[config.mk]
export PLATFORM = sky130hd
export DESIGN_NAME = spi_bus_arb
export DESIGN_NICKNAME = d
export VERILOG_FILES = /design/src/rtl/spi_bus_arb.sv
export SDC_FILE = /design/constraint.sdc
export NUM_CORES = 1
export LEC_CHECK = 0
export BUFFER_PORTS_ARGS = -buffer_cell sky130_fd_sc_hd__buf_2
export CORE_ASPECT_RATIO = 1.4
export CORE_MARGIN = 2
export CORE_UTILIZATION = 58
export CTS_CLUSTER_DIAMETER = 30
export CTS_CLUSTER_SIZE = 14
export DETAILED_ROUTE_END_ITERATION = 12
export GPL_TIMING_DRIVEN = 0
export PLACE_DENSITY_LB_ADDON = 0.05
export SYNTH_ARGS = -nofsm -noshare
export SYNTH_HDL_FRONTEND = slang
export SYNTH_SLANG_ARGS = --single-unit
[constraint.sdc]
create_clock -name clk -period 7.05 [get_ports clk]
set_input_delay 1.7625 -clock clk [delete_from_list [all_inputs] [get_ports clk]]
set_output_delay 1.7625 -clock clk [all_outputs]
set_load 0.02 [all_outputs]
[src/rtl/spi_bus_arb.sv]
// spi_bus_arb
// Shares one SPI monarch between two requesters: 0 is the inertial sequencer
// and 1 is the A2D sampler. Each requester's command word is buffered on a
// one-cycle request pulse. The arbiter then launches frames on the monarch,
// alternating between requesters when both are waiting. A requester holding
// its lock line keeps the bus between frames until the lock drops or the
// idle hold budget (HOLD_TO cycles) runs out.
//
// Ports
//   clk, rst_n                 clock (rising edge), async active-low reset
//   req0/req1                  one-cycle request pulses
//   wrt_data0/wrt_data1 [15:0] command words, sampled with the request pulse
//   lock0/lock1                keep-bus level from each requester
//   done0/done1                one-cycle completion pulse per requester
//   rd_data [15:0]             last received word, held between frames
//   mnrch_wrt                  one-cycle frame launch to the monarch
//   mnrch_wrt_data [15:0]      command word for the launched frame
//   mnrch_done                 frame-complete strobe from the monarch
//   mnrch_rd_data [15:0]       word received by the monarch
//   mnrch_SS_n                 monarch's slave select
//   SS0_n/SS1_n                per-device slave selects routed from mnrch_SS_n
module spi_bus_arb #(
  parameter int HOLD_TO = 1023
) (
  input  logic        clk,
  input  logic        rst_n,
  input  logic        req0,
  input  logic        req1,
  input  logic [15:0] wrt_data0,
  input  logic [15:0] wrt_data1,
  input  logic        lock0,
  input  logic        lock1,
  output logic        done0,
  output logic        done1,
  output logic [15:0] rd_data,
  output logic        mnrch_wrt,
  output logic [15:0] mnrch_wrt_data,
  input  logic        mnrch_done,
  input  logic [15:0] mnrch_rd_data,
  input  logic        mnrch_SS_n,
  output logic        SS0_n,
  output logic        SS1_n
);

  localparam int CNT_W = (HOLD_TO < 1) ? 1 : $clog2(HOLD_TO + 1);
  localparam logic [CNT_W-1:0] HOLD_MAX = CNT_W'(HOLD_TO);

  typedef enum logic [1:0] {IDLE = 2'd0, BUSY = 2'd1, HOLD = 2'd2} state_t;

  state_t           state_q;
  logic             pend0_q, pend1_q;
  logic [15:0]      buf0_q, buf1_q;
  logic             owner_q;
  logic             rr_last_q;
  logic [CNT_W-1:0] hold_cnt_q;
  logic [CNT_W-1:0] hold_cnt_d;
  logic             mnrch_wrt_q;
  logic [15:0]      mnrch_wrt_data_q;
  logic             done0_q, done1_q;
  logic [15:0]      rd_data_q;

  logic grant0, grant1, hold_exit, lock_own, pend_own;

  // Grant decision. In IDLE the requester that was not served last wins a
  // tie. In HOLD only the owner can be granted, and an exit (lock dropped
  // or budget spent) takes precedence so arbitration restarts fairly.
  always_comb begin
    grant0     = 1'b0;
    grant1     = 1'b0;
    hold_exit  = 1'b0;
    lock_own   = owner_q ? lock1 : lock0;
    pend_own   = owner_q ? pend1_q : pend0_q;
    hold_cnt_d = hold_cnt_q + CNT_W'(1);
    case (state_q)
      IDLE: begin
        if (pend0_q && pend1_q) begin
          grant0 = rr_last_q;
          grant1 = !rr_last_q;
        end else begin
          grant0 = pend0_q;
          grant1 = pend1_q;
        end
      end
      HOLD: begin
        hold_exit = !lock_own || (hold_cnt_d >= HOLD_MAX);
        if (!hold_exit && pend_own) begin
          grant0 = !owner_q;
          grant1 = owner_q;
        end
      end
      default: ;
    endcase
  end

  always_ff @(posedge clk or negedge rst_n) begin
    if (!rst_n) begin
      state_q          <= IDLE;
      pend0_q          <= 1'b0;
      pend1_q          <= 1'b0;
      buf0_q           <= '0;
      buf1_q           <= '0;
      owner_q          <= 1'b0;
      rr_last_q        <= 1'b1;
      hold_cnt_q       <= '0;
      mnrch_wrt_q      <= 1'b0;
      mnrch_wrt_data_q <= '0;
      done0_q          <= 1'b0;
      done1_q          <= 1'b0;
      rd_data_q        <= '0;
    end else begin
      mnrch_wrt_q <= 1'b0;
      done0_q     <= 1'b0;
      done1_q     <= 1'b0;

      // A request landing on the grant cycle re-arms the slot being freed.
      if (req0 && (!pend0_q || grant0)) begin
        pend0_q <= 1'b1;
        buf0_q  <= wrt_data0;
      end else if (grant0) begin
        pend0_q <= 1'b0;
      end
      if (req1 && (!pend1_q || grant1)) begin
        pend1_q <= 1'b1;
        buf1_q  <= wrt_data1;
      end else if (grant1) begin
        pend1_q <= 1'b0;
      end

      case (state_q)
        IDLE: begin
          if (grant0 || grant1) begin
            mnrch_wrt_q      <= 1'b1;
            mnrch_wrt_data_q <= grant1 ? buf1_q : buf0_q;
            owner_q          <= grant1;
            state_q          <= BUSY;
          end
        end
        BUSY: begin
          if (mnrch_done) begin
            rd_data_q  <= mnrch_rd_data;
            done0_q    <= !owner_q;
            done1_q    <= owner_q;
            rr_last_q  <= owner_q;
            hold_cnt_q <= '0;
            state_q    <= lock_own ? HOLD : IDLE;
          end
        end
        HOLD: begin
          if (hold_exit) begin
            state_q <= IDLE;
          end else if (grant0 || grant1) begin
            mnrch_wrt_q      <= 1'b1;
            mnrch_wrt_data_q <= grant1 ? buf1_q : buf0_q;
            owner_q          <= grant1;
            state_q          <= BUSY;
          end else begin
            hold_cnt_q <= hold_cnt_d;
          end
        end
        default: state_q <= IDLE;
      endcase
    end
  end

  assign mnrch_wrt      = mnrch_wrt_q;
  assign mnrch_wrt_data = mnrch_wrt_data_q;
  assign done0          = done0_q;
  assign done1          = done1_q;
  assign rd_data        = rd_data_q;

  // Slave selects follow the monarch live so framing edges are not delayed.
  assign SS0_n = (state_q != IDLE && owner_q == 1'b0) ? mnrch_SS_n : 1'b1;
  assign SS1_n = (state_q != IDLE && owner_q == 1'b1) ? mnrch_SS_n : 1'b1;

endmodule
Yosys cells after proc, flatten, opt, wreduce, memory -nomap -nowiden --
Index checks and enable logic that the tools add are counted. Widths: inputs -> output; s select.
Operators by class: add/sub/neg operators 1, bitwise gates (word level) 1, equal/unequal tests 5, $lt $le $gt $ge 1, reductions and logical operators 25, multiplexer cells 38
Operators by type and width (count):
- $mux 16 | 3
- $pmux 16 s2 | 1
- $mux 10 | 3
- $mux 1 | 21
- $pmux 10 s2 | 1
- $add 10x1->10 const B | 1
- $ge 10x10->1 const B | 1
- $reduce_bool 2->1 | 5
- $mux 2 | 4
- $pmux 1 s2 | 4
- $logic_and 1x1->1 | 6
- $logic_not 1->1 | 6
- $ne 2x2->1 const B | 3
- $pmux 2 s3 | 1
- $logic_or 1x1->1 | 4
- $reduce_and 2->1 | 2
- $reduce_and 4->1 | 1
- $eq 2x1->1 const B | 1
- $eq 2x2->1 const B | 1
- $logic_not 2->1 | 1
- $not 1->1 | 1
Storage, ports and cells: output and inout bits 37, word-level logic and storage cells 84, input port bits 56, register bits after elaboration 83

Logic depth before layout (Yosys ltp) --
Gate-level depths: netlist (run 1).
word-level depth 11, mapped depth 9, gate-level depth less buffers 7

Worst setup path after synthesis (run 1) --
OpenSTA, ideal clock, no wires.
kind input to output, start in mnrch_SS_n, end out SS0_n, data required time 5.287 ns, slack 3.088 ns, buffers on the path 0, arrival time 2.199 ns, stages on the path 1, cells stage by stage or3_1
On the way: longest elaborated chain between the ends 1
Ends and longest elaborated chain:
- start, declared | RTL line 40 | input logic mnrch_SS_n,
- $mux 1 | RTL line 172 | assign SS0_n = (state_q != IDLE && owner_q == 1'b0) ? mnrch_SS_n : 1'b1;
- end, declared | RTL line 41 | output logic SS0_n,
Every way passes these cells.

Worst setup path after layout (run 1) --
Same ends and word-level chain as after synthesis.

==> run_results.csv, run 1 <==
group,metric,value,unit
outcome,outcome,"finished, final reports clean",
logic_synthesis,avgSynthCellArea,10.9,um2
worst_setup_path,r2r_start,"hold_cnt_q[0]$_DFFE_PN0P_",
logic_synthesis,synth_fp_nets,416,
final_layout,n_antenna_cell,0,
worst_setup_path,cp_slowest_cell,"or3_1",
logic_synthesis,synth.yosys.warnings,0,
sta,hold_viol_final,0,
logic_synthesis,synth_xor_xnor_area_share,0,%
worst_setup_path,r2r-end,"buf1_q[2]$_DFFE_PN0P_",
global_routing,grt_pass1_vias,3273,
final_layout,layout_commonest_cell,"buf_2",
logic_synthesis,synthFlopType,"dfrtp_1",
logic_synthesis,synthMuxAreaShare,10.0,%
global_routing,grtUsageTotal,27.2,%
sta,hold_ws,0.490,ns
floorplanning,initial_core_util,59.4,%
place,placedInstanceArea,0.00448,mm2
final_layout,area_growth,20.0,%
power,p_comb_share,43.5,%
sta,finalCriticalPeriod,4.12,ns
sta,slew_headroom,49.7,%
floorplanning,rows,35,
drt,drt_pass1_iterations,4,
cts,cts_buffers,9,
place,place.gp.congestion,0.838,
drt,drtAntennaViolNets,0,
global_routing,grt_max_degree,70,
worst_setup_path,worstSetupEndpointType,"output port",
drt,routedWlPerCell,17.5,um
worst_setup_path,cp_top_family,"simple AND/OR/NAND/NOR gates",
place,port_buffers,91,
cts,h-tree-depth,3,
sta,rsz0062_at_grt,"no",
hold_path,hp-start,"hold_cnt_q[8]$_DFFE_PN0P_",
logic_synthesis,synth_top_family_by_area,"compound AO/OA/AOI/OAI gates",
sta,fmax,243,MHz
cts,max-clock-path-buffers,2,
hold_path,min_path_cells,1,
floorplanning,die_x,73.3,um
cts,cts_setup_buffers,0,
final_layout,final_cell_area,0.00468,mm2
global_routing,grt_first_pass_wirelength,15.4,mm
cts,cts_tree,"yes",
worst_setup_path,critical_path_class,"in -> out",
logic_synthesis,synth_simple_gate_area_share,10.0,%
logic_synthesis,syn_area,0.00390,mm2
logic_synthesis,synth_compound_area_share,22.3,%
sta,fin_setup_tns,0,ns
worst_setup_path,slowest_delay,0.33,ns
global_routing,grt_antenna_before_repair,0,
hold_path,hp-class,"reg -> reg",
final_layout,nets,519,
global_routing,gr-total-overflow,0,
logic_synthesis,ys_types,50,
drt,via_per_inst,6.19,
worst_setup_path,worst-path-buf-inv,2,
worst_setup_path,worst-r2r-cell-count,8,
drt,first_iter_violations,207,
logic_synthesis,synthCells,358,
worst_setup_path,r2r_slack,4.30,ns
drt,wirelength,9.46,mm
power,p_sw,0.850,mW
worst_setup_path,crit_required,5.29,ns
cts,clk_latency,0.36,ns
power,swShare,40.9,%
final_layout,layout-drive-gt1-share,31.8,%
power,leakagePower,2.07,nW
logic_synthesis,synthAdderAreaFrac,0.641,%
power,intPower,1.23,mW
final_layout,finalCoreUtilization,71.3,%
worst_setup_path,cp_common_cell,"buf_2",
worst_setup_path,cp_max_fo,2,
final_layout,nFillCells,494,
power,pwr_density_cell,443,mW/mm2
logic_synthesis,yosysSeqAreaShare,53.3,%
floorplanning,die_area,0.00741,mm2
sta,period_share,58.4,%
drt,drc,0,
logic_synthesis,synth-seq-cells,83,
cts,cts.reportedPaths.clkPinSlew,0.08,ns
final_layout,final_cell_mix,"buf_2 (94), dfrtp_1 (82), nand2_1 (47)",
worst_setup_path,cp-start-kind,"input port",
cts,hold_buffers,0,
worst_setup_path,cp.arrival,2.36,ns
logic_synthesis,synth-edff-count,0,
flow_run,cap_violations,0,
sta,finClkSkew,0.00966,ns
cts,cts_resized,0,
logic_synthesis,synthArstFlopShare,100,%
power,seqPwrFrac,39.6,%
sta,drv_slew,0,
place,place_hpwl,6.83,mm
hold_path,hold_path_end,"hold_cnt_q[8]$_DFFE_PN0P_",
worst_setup_path,worstSetupStartpoint,"mnrch_SS_n",
worst_setup_path,path_cells,"buf_2 -> or3_1 -> buf_2",
sta,worst_slew_pin_slew,0.748,ns
cts,cts.sinks,83,
floorplanning,design.core.area,0.00657,mm2
cts,cts_root_buf,"clkbuf_8",
floorplanning,die_y,101,um
power,clkPwrFrac,16.9,%
sta,setup_violations,0,
drt,num_vias,3343,
floorplanning,io_pins,93,
power,ir_drop,0.270,mV
==> logic make-up (layout without fill, tap and decap cells) <==
kind of cell / Yosys count / in the layout
AO/OA/AOI/OAI: 120 / 120
flip-flops: 83 / 83
AND/OR/NAND/NOR: 83 / 83
multiplexers: 35 / 35
buffers and inverters: 35 / 143
adder cells (fa/ha/maj): 2 / 2
==> through the flow <==
stage | worst slack (ns) | cells | power, mW
2_1_floorplan | 3.09 | 358 | 1.43
3_3_place_gp | 2.93 | 523 | 1.70
3_5_place_dp | 2.93 | 524 | 1.73
4_1_cts | 2.93 | 540 | 2.08
5_1_grt | 2.90 | 540 | 2.21
6_report | 2.93 | 540 | 2.08
==> final cells by class <==
class	instances	area, um2	area share (%)
clock buffer	11	141	3.02
multi-input combinational	240	1680	35.8
buffer	27	115	2.46
sequential	83	2080	44.4
tap	74	92.6	1.98
inverter	8	30.0	0.641
timing repair buffer	92	485	10.4
clock inverter	5	62.6	1.34
==> registers in the layout, indices dropped and copies added (netlist names), 2 cells and up <==
signal,cells
buf1_q,16
rd_data,16
state_q,2
hold_cnt_q,10
buf0_q,16
mnrch_wrt_data,16
==> how the worst max path moves through the flow <==
| stage | endpoint | slack [ns] | depth (start not counted) |
|---|---|---|---|
| 4_1_cts | SS1_n | 2.93 | 3 |
| 2_1_floorplan | SS0_n | 3.09 | 1 |
| 6_report | SS0_n | 2.93 | 3 |
| 3_3_place_gp | SS0_n | 2.93 | 3 |
| 3_5_place_dp | SS1_n | 2.93 | 3 |
| 5_1_grt | SS0_n | 2.90 | 3 |
==> worst reg2reg max path: stages, from the launching register on <==
cell	delay (ns)
dfrtp_1	0.44
ha_1	0.30
and3_1	0.24
nand3_1	0.20
nor3_2	0.10
o211a_4	0.28
o31ai_4	0.52
buf_6	0.23
mux2_1	0.33
==> metal layers <==
layer  global-route usage [%]  part of all wire, %  up-vias
met2                     46.6                   53      113
met5                        0                    0        -
met3                     4.70                  4.6       28
met4                     11.6                  2.7        0
met1                     33.5                   39     1638
li1                         -                    -     1564
==> cell usage after synthesis, types with 2 or more instances <==
cell	n	area share, %
dfrtp_1	82	53
nand2_1	47	4.5
mux2_2	23	6.6
o21ai_0	22	2.8
a31oi_1	20	3.2
clkbuf_1	17	1.6
o211ai_1	17	3.3
o22ai_1	17	2.7
a311oi_1	16	3.6
mux2_1	10	2.9
nor2_1	9	0.87
inv_1	8	0.77
a41oi_1	5	1.1
nand3_1	5	0.64
a21oi_1	4	0.51
buf_1	4	0.38
buf_2	4	0.51
nor2b_1	4	0.64
or3_1	4	0.64
nand2b_1	3	0.48
o21a_1	3	0.58
a21o_1	2	0.38
ha_1	2	0.64
mux2i_1	2	0.51
nor3_2	2	0.51
o31ai_4	2	1.1
==> power groups by stage <==
stage	clock (mW)	combinational, mW	sequential [mW]
floorplan	0	0.510	0.919
global placement	0	0.872	0.824
detailed placement	0	0.899	0.830
CTS	0.353	0.903	0.821
global route	0.370	0.992	0.847
finish	0.350	0.903	0.822
Power figures use the tool's default switching activity.
==> run 2, diff against run 1 <==
Settings changed: CORE_UTILIZATION 58 to 53.
Clock period 7.05 ns to 4.1 ns, I/O delays scaled along.
==> run 2 against run 1 <==
  * Count of clock-buffer cells in the layout grew 2
  * Die area is 9.0% higher
  * Clock power increased by 65%
  * Via count fell by 2.9%
  * Hold slack better by 0.0058 ns
  * Highest routed layer unchanged
  * Cell area rose by 0.29%
  * Clock skew decreased by 0.0032 ns
==> run_results.csv, run 2 (synthesized netlist as in run 1, its figures left out) <==
group,metric,value,unit
global_routing,gr-total-overflow,0,
sta,drv_slew,0,
final_layout,layout_commonest_cell,"buf_2",
final_layout,area_growth,20.4,%
global_routing,grt_antenna_before_repair,0,
final_layout,n_antenna_cell,0,
hold_path,hp-class,"reg -> reg",
sta,fmax,365,MHz
flow_run,cap_violations,0,
cts,cts.sinks,83,
final_layout,layout-drive-gt1-share,31.3,%
final_layout,nFillCells,628,
floorplanning,io_pins,93,
drt,wirelength,9.42,mm
place,place_hpwl,6.86,mm
final_layout,nets,519,
worst_setup_path,cp_slowest_cell,"o31ai_4",
drt,drt_pass1_iterations,4,
cts,cts.reportedPaths.clkPinSlew,0.08,ns
sta,finClkSkew,0.00649,ns
power,ir_drop,0.406,mV
sta,worst_slew_pin_slew,0.745,ns
cts,h-tree-depth,3,
global_routing,grt_max_degree,47,
global_routing,grt_first_pass_wirelength,15.4,mm
sta,slew_headroom,49.9,%
cts,cts_root_buf,"clkbuf_8",
drt,route.met2.wl,4.84,mm
floorplanning,design.core.area,0.00722,mm2
drt,via_per_inst,5.76,
final_layout,final_cell_mix,"buf_2 (94), dfrtp_1 (82), nand2_1 (47)",
worst_setup_path,cp_max_fo,10,
drt,wl_met1,4.01,mm
drt,first_iter_violations,187,
power,pwr_density_cell,753,mW/mm2
drt,routedWlPerCell,16.7,um
worst_setup_path,path_cells,"ha_1 -> and3_1 -> nand3_1 -> nor3_2 -> o211a_4 -> o31ai_4 -> buf_6 -> mux2_1",
cts,clk_latency,0.36,ns
floorplanning,rows,37,
drt,drc,0,
floorplanning,die_area,0.00807,mm2
worst_setup_path,cp.arrival,2.98,ns
floorplanning,initial_core_util,54.0,%
cts,cts_setup_buffers,0,
sta,hold_viol_final,0,
global_routing,grt_pass1_vias,3190,
drt,drtAntennaViolNets,0,
cts,cts_resized,0,
cts,cts_buffers,9,
sta,setup_violations,0,
cts,cts_tree,"yes",
drt,top_layer_used,"met4",
worst_setup_path,slowest_delay,0.50,ns
sta,fin_setup_tns,0,ns
sta,hold_ws,0.495,ns
worst_setup_path,cp-start-kind,"flop",
cts,hold_buffers,0,
floorplanning,die_y,106,um
floorplanning,die_x,76.5,um
power,leakagePower,2.07,nW
place,place.gp.congestion,0.813,
worst_setup_path,crit_required,4.34,ns
sta,finalCriticalPeriod,2.74,ns
cts,max-clock-path-buffers,2,
worst_setup_path,worstSetupEndpointType,"flop",
drt,num_vias,3245,
worst_setup_path,critical_path_class,"reg -> reg",
drt,dr_wl_met3,312,um
worst_setup_path,cp_top_family,"compound AO/OA/AOI/OAI gates",
sta,rsz0062_at_grt,"no",
sta,period_share,66.8,%
worst_setup_path,worst-path-buf-inv,1,
place,port_buffers,91,
outcome,outcome,"finished, final reports clean",
global_routing,grtUsageTotal,24.4,%
-- run 2: changes by cell type in the layout (fill, tap and decap cells not counted), sizes merged --
cell	before	now
clkinvlp	2	0
clkbuf	29	31
-- run 2: final timing paths --
path,cells after the start,to,slack [ns],startpoint
min in group asynchronous,1,rd_data[4]$_DFFE_PN0P_,0.63,rst_n
worst min register to register,1,buf1_q[9]$_DFFE_PN0P_,0.50,buf1_q[9]$_DFFE_PN0P_
worst max-delay path,8,buf1_q[1]$_DFFE_PN0P_,1.36,hold_cnt_q[0]$_DFFE_PN0P_
worst min-delay path,1,buf1_q[9]$_DFFE_PN0P_,0.50,buf1_q[9]$_DFFE_PN0P_
worst max register to register,8,buf1_q[1]$_DFFE_PN0P_,1.36,hold_cnt_q[0]$_DFFE_PN0P_
max in group asynchronous,2,rr_last_q$_DFFE_PN1P_,2.82,rst_n
-- run 2: stage by stage --
step	instance area (um2)	setup WS (ns)	util (%)	power [mW]	std cells
after floorplan	3900	1.61	-	2.46	358
after global placement	4480	1.19	62.0	2.93	546
after detailed placement	4510	1.09	62.4	2.98	547
after CTS	4700	1.34	65.0	3.55	563
after global routing	4700	1.10	65.0	3.78	563
final	4700	1.36	65.0	3.54	563
-- run 2: cell type report --
class / count / area (um2) / area share (%)
Tap cell: 97 / 121 / 2.58
Inverter: 8 / 30.0 / 0.639
Clock buffer: 13 / 149 / 3.17
Sequential cell: 83 / 2080 / 44.2
Multi-Input combinational cell: 240 / 1680 / 35.7
Clock inverter: 3 / 40.0 / 0.852
Timing Repair Buffer: 92 / 485 / 10.3
Buffer: 27 / 115 / 2.45
-- run 2: metal layers --
layer,vias to the layer above,track usage [%]
li1,1552,-
met1,1585,29.9
met2,91,42.4
met3,17,2.57
met4,0,13.1
met5,-,0
-- run 2: where the power goes --
part           internal, mW  switching, mW  total [mW]
logic                 0.615          0.930        1.54
clock network         0.297          0.279       0.576
registers              1.19          0.224        1.42
==> run 3, diff against run 2 <==
Settings changed: ABC_AREA from default to 1, CORE_UTILIZATION 53 to 48.
Clock period 4.1 ns to 2.48 ns, I/O delays scaled along.
==> run 3 against run 2 <==
  * Combinational power rose by 76%
  * Non-clock buffer count down 9
  * Synthesized cell count rose by 20%
  * Worst setup slack worse by 1.1 ns
  * Area after synthesis shrank 3.0%
  * Cell area shrank 0.88%
==> run_results.csv, run 3 <==
group,metric,value,unit
outcome,outcome,"finished, final reports clean",
power,leakagePower,2.40,nW
logic_synthesis,yosysSeqAreaShare,54.9,%
drt,wirelength,8.60,mm
sta,worst_slew_pin_slew,0.546,ns
cts,cts_buffers,9,
worst_setup_path,cp.arrival,2.48,ns
cts,hold_buffers,0,
floorplanning,rows,38,
cts,cts_root_buf,"clkbuf_8",
worst_setup_path,cp_max_fo,10,
global_routing,grt_antenna_before_repair,0,
floorplanning,design.core.area,0.00770,mm2
sta,finalCriticalPeriod,2.25,ns
sta,setup_violations,0,
logic_synthesis,synth_fp_nets,488,
global_routing,grt_first_pass_wirelength,14.1,mm
drt,first_iter_violations,144,
global_routing,grt_pass1_vias,3048,
logic_synthesis,synthArstFlopShare,100,%
final_layout,layout-drive-gt1-share,29.5,%
logic_synthesis,synth.most_common_cell,"nand2_1",
power,intPower,3.66,mW
global_routing,gr-total-overflow,0,
logic_synthesis,ys_types,30,
logic_synthesis,synth_top_area_cell,"dfrtp_1",
power,ir_drop,0.828,mV
floorplanning,die_y,109,um
logic_synthesis,synth-seq-cells,83,
sta,finClkSkew,0.00879,ns
worst_setup_path,r2r_slack,0.23,ns
logic_synthesis,synth-edff-count,0,
sta,fin_setup_tns,0,ns
worst_setup_path,crit_required,2.71,ns
cts,clk_latency,0.35,ns
final_layout,area_growth,23.0,%
final_layout,layout_commonest_cell,"nand2_1",
logic_synthesis,avgSynthCellArea,8.80,um2
place,place.gp.congestion,0.842,
worst_setup_path,worstSetupEndpointType,"flop",
sta,hold_viol_final,0,
global_routing,grt_max_degree,43,
place,port_buffers,90,
final_layout,n_antenna_cell,0,
power,seqPwrFrac,37.7,%
power,pwr_density_cell,1340,mW/mm2
cts,h-tree-depth,3,
logic_synthesis,ys_top_cells_by_count,"nand2_1 (150), dfrtp_1 (82), nand3_1 (52)",
drt,routedWlPerCell,13.5,um
final_layout,nets,592,
cts,max-clock-path-buffers,2,
cts,cts_tree,"yes",
floorplanning,die_x,79.0,um
worst_setup_path,r2r_start,"hold_cnt_q[0]$_DFFE_PN0P_",
logic_synthesis,synthFlopType,"dfrtp_1",
logic_synthesis,syn_area,0.00378,mm2
cts,cts.sinks,83,
drt,via_per_inst,4.98,
drt,drc,0,
global_routing,grtUsageTotal,21.6,%
power,p_sw,2.58,mW
worst_setup_path,worstSetupStartpoint,"hold_cnt_q[0]$_DFFE_PN0P_",
sta,rsz0062_at_grt,"no",
worst_setup_path,cp-start-kind,"flop",
final_layout,finalCoreUtilization,60.4,%
power,p_comb_share,43.5,%
drt,drtAntennaViolNets,0,
logic_synthesis,yosysTopAreaCellShare,54.2,%
sta,period_share,90.8,%
power,clkPwrFrac,18.8,%
worst_setup_path,critical_path_class,"reg -> reg",
logic_synthesis,synth.area.top_cells,"dfrtp_1 (54%), nand2_1 (15%), nand3_1 (6.9%)",
floorplanning,die_area,0.00862,mm2
final_layout,final_cell_mix,"nand2_1 (150), buf_2 (94), dfrtp_1 (80)",
sta,slew_headroom,63.6,%
floorplanning,io_pins,93,
place,place_hpwl,6.49,mm
cts,cts.reportedPaths.clkPinSlew,0.08,ns
logic_synthesis,synth.yosys.warnings,0,
sta,fmax,444,MHz
sta,drv_slew,0,
floorplanning,initial_core_util,49.1,%
power,totalPowerFinal,6.23,mW
hold_path,hp-class,"in -> async",
drt,drt_pass1_iterations,4,
flow_run,cap_violations,0,
logic_synthesis,synthCells,430,
drt,num_vias,3185,
power,swShare,41.3,%
-- run 3: cell count changes in the layout (fill, tap and decap cells not counted), sizes merged, moves of 16 or more --
| cell | previous run | this run |
|---|---|---|
| a311oi | 16 | 0 |
| inv | 8 | 25 |
| o211ai | 18 | 1 |
| nor2 | 10 | 41 |
| o21ai | 23 | 4 |
| mux2 | 33 | 16 |
| o22ai | 17 | 0 |
| nand2 | 47 | 161 |
| nand3 | 6 | 53 |
-- run 3: cell type report --
type,count,area [um2]
Timing Repair Buffer,93,488
Inverter,26,103
Fill cell,746,3050
Tap cell,100,125
Multi-Input combinational cell,304,1510
Clock inverter,4,97.6
Sequential cell,83,2080
Buffer,17,105
Clock buffer,12,145
-- run 3: metrics by stage --
| stage | setup WS, ns | instance area (um2) | hold slack (ns) | instances |
|---|---|---|---|---|
| global route | 0.00717 | 4660 | 0.276 | 639 |
| global placement | 0.0942 | 4360 | 0.459 | 620 |
| floorplan | 0.488 | 3780 | 0.324 | 430 |
| CTS | 0.137 | 4620 | 0.255 | 637 |
| detailed placement | 0.156 | 4380 | 0.460 | 621 |
| finish | 0.228 | 4660 | 0.247 | 639 |
-- run 3: metal layers --
layer / GRT usage, % / up-vias / part of all wire, %
li1: - / 1594 / -
met1: 24.6 / 1512 / 39
met2: 39.7 / 75 / 55
met3: 5.22 / 4 / 5.0
met4: 6.65 / 0 / 0.63
met5: 0 / - / 0
-- run 3: path summary, 6_finish.rpt --
check,endpoint,depth (start not counted)
max reg2reg,mnrch_wrt_data[6]$_DFFE_PN0P_,15
max,mnrch_wrt_data[6]$_DFFE_PN0P_,15
min in group clk,buf1_q[10]$_DFFE_PN0P_,2
max in group asynchronous,hold_cnt_q[1]$_DFFE_PN0P_,2
min reg2reg,buf1_q[10]$_DFFE_PN0P_,2
min,rd_data[6]$_DFFE_PN0P_,1
-- run 3: critical path, cell delays in order (launching register included) --
cell and delay [ns]:
dfrtp_2 0.44, buf_4 0.15, inv_1 0.11, ha_1 0.16
inv_1 0.04, nor2_1 0.09, nand3_1 0.09, nor2_1 0.12
nand3_2 0.13, nand4_2 0.11, nand2_4 0.11, inv_6 0.13
nand2_2 0.10, buf_2 0.20, nor2_1 0.10, a31oi_1 0.04
-- run 3: logic make-up after synthesis --
family	count (synthesis)	synth area share [%]
AO/OA/AOI/OAI	26	4.10
adder cells (fa/ha/maj)	2	0.661
buffers and inverters	43	5.46
flip-flops	83	54.9
multiplexers	16	4.76
AND/OR/NAND/NOR	260	30.1
-- run 3: what timing repair did --
action	in CTS	in global routing
buffers inserted	0	2
endpoints found under the setup margin	0	46
gates resized for setup	0	6
-- run 3: power groups by stage --
stage	combinational (mW)	sequential [mW]	clock, mW
finish	2.71	2.35	1.17
global route	3.03	2.42	1.27
CTS	2.73	2.36	1.20
detailed placement	2.73	2.38	0
global placement	2.66	2.37	0
floorplan	1.60	2.63	0
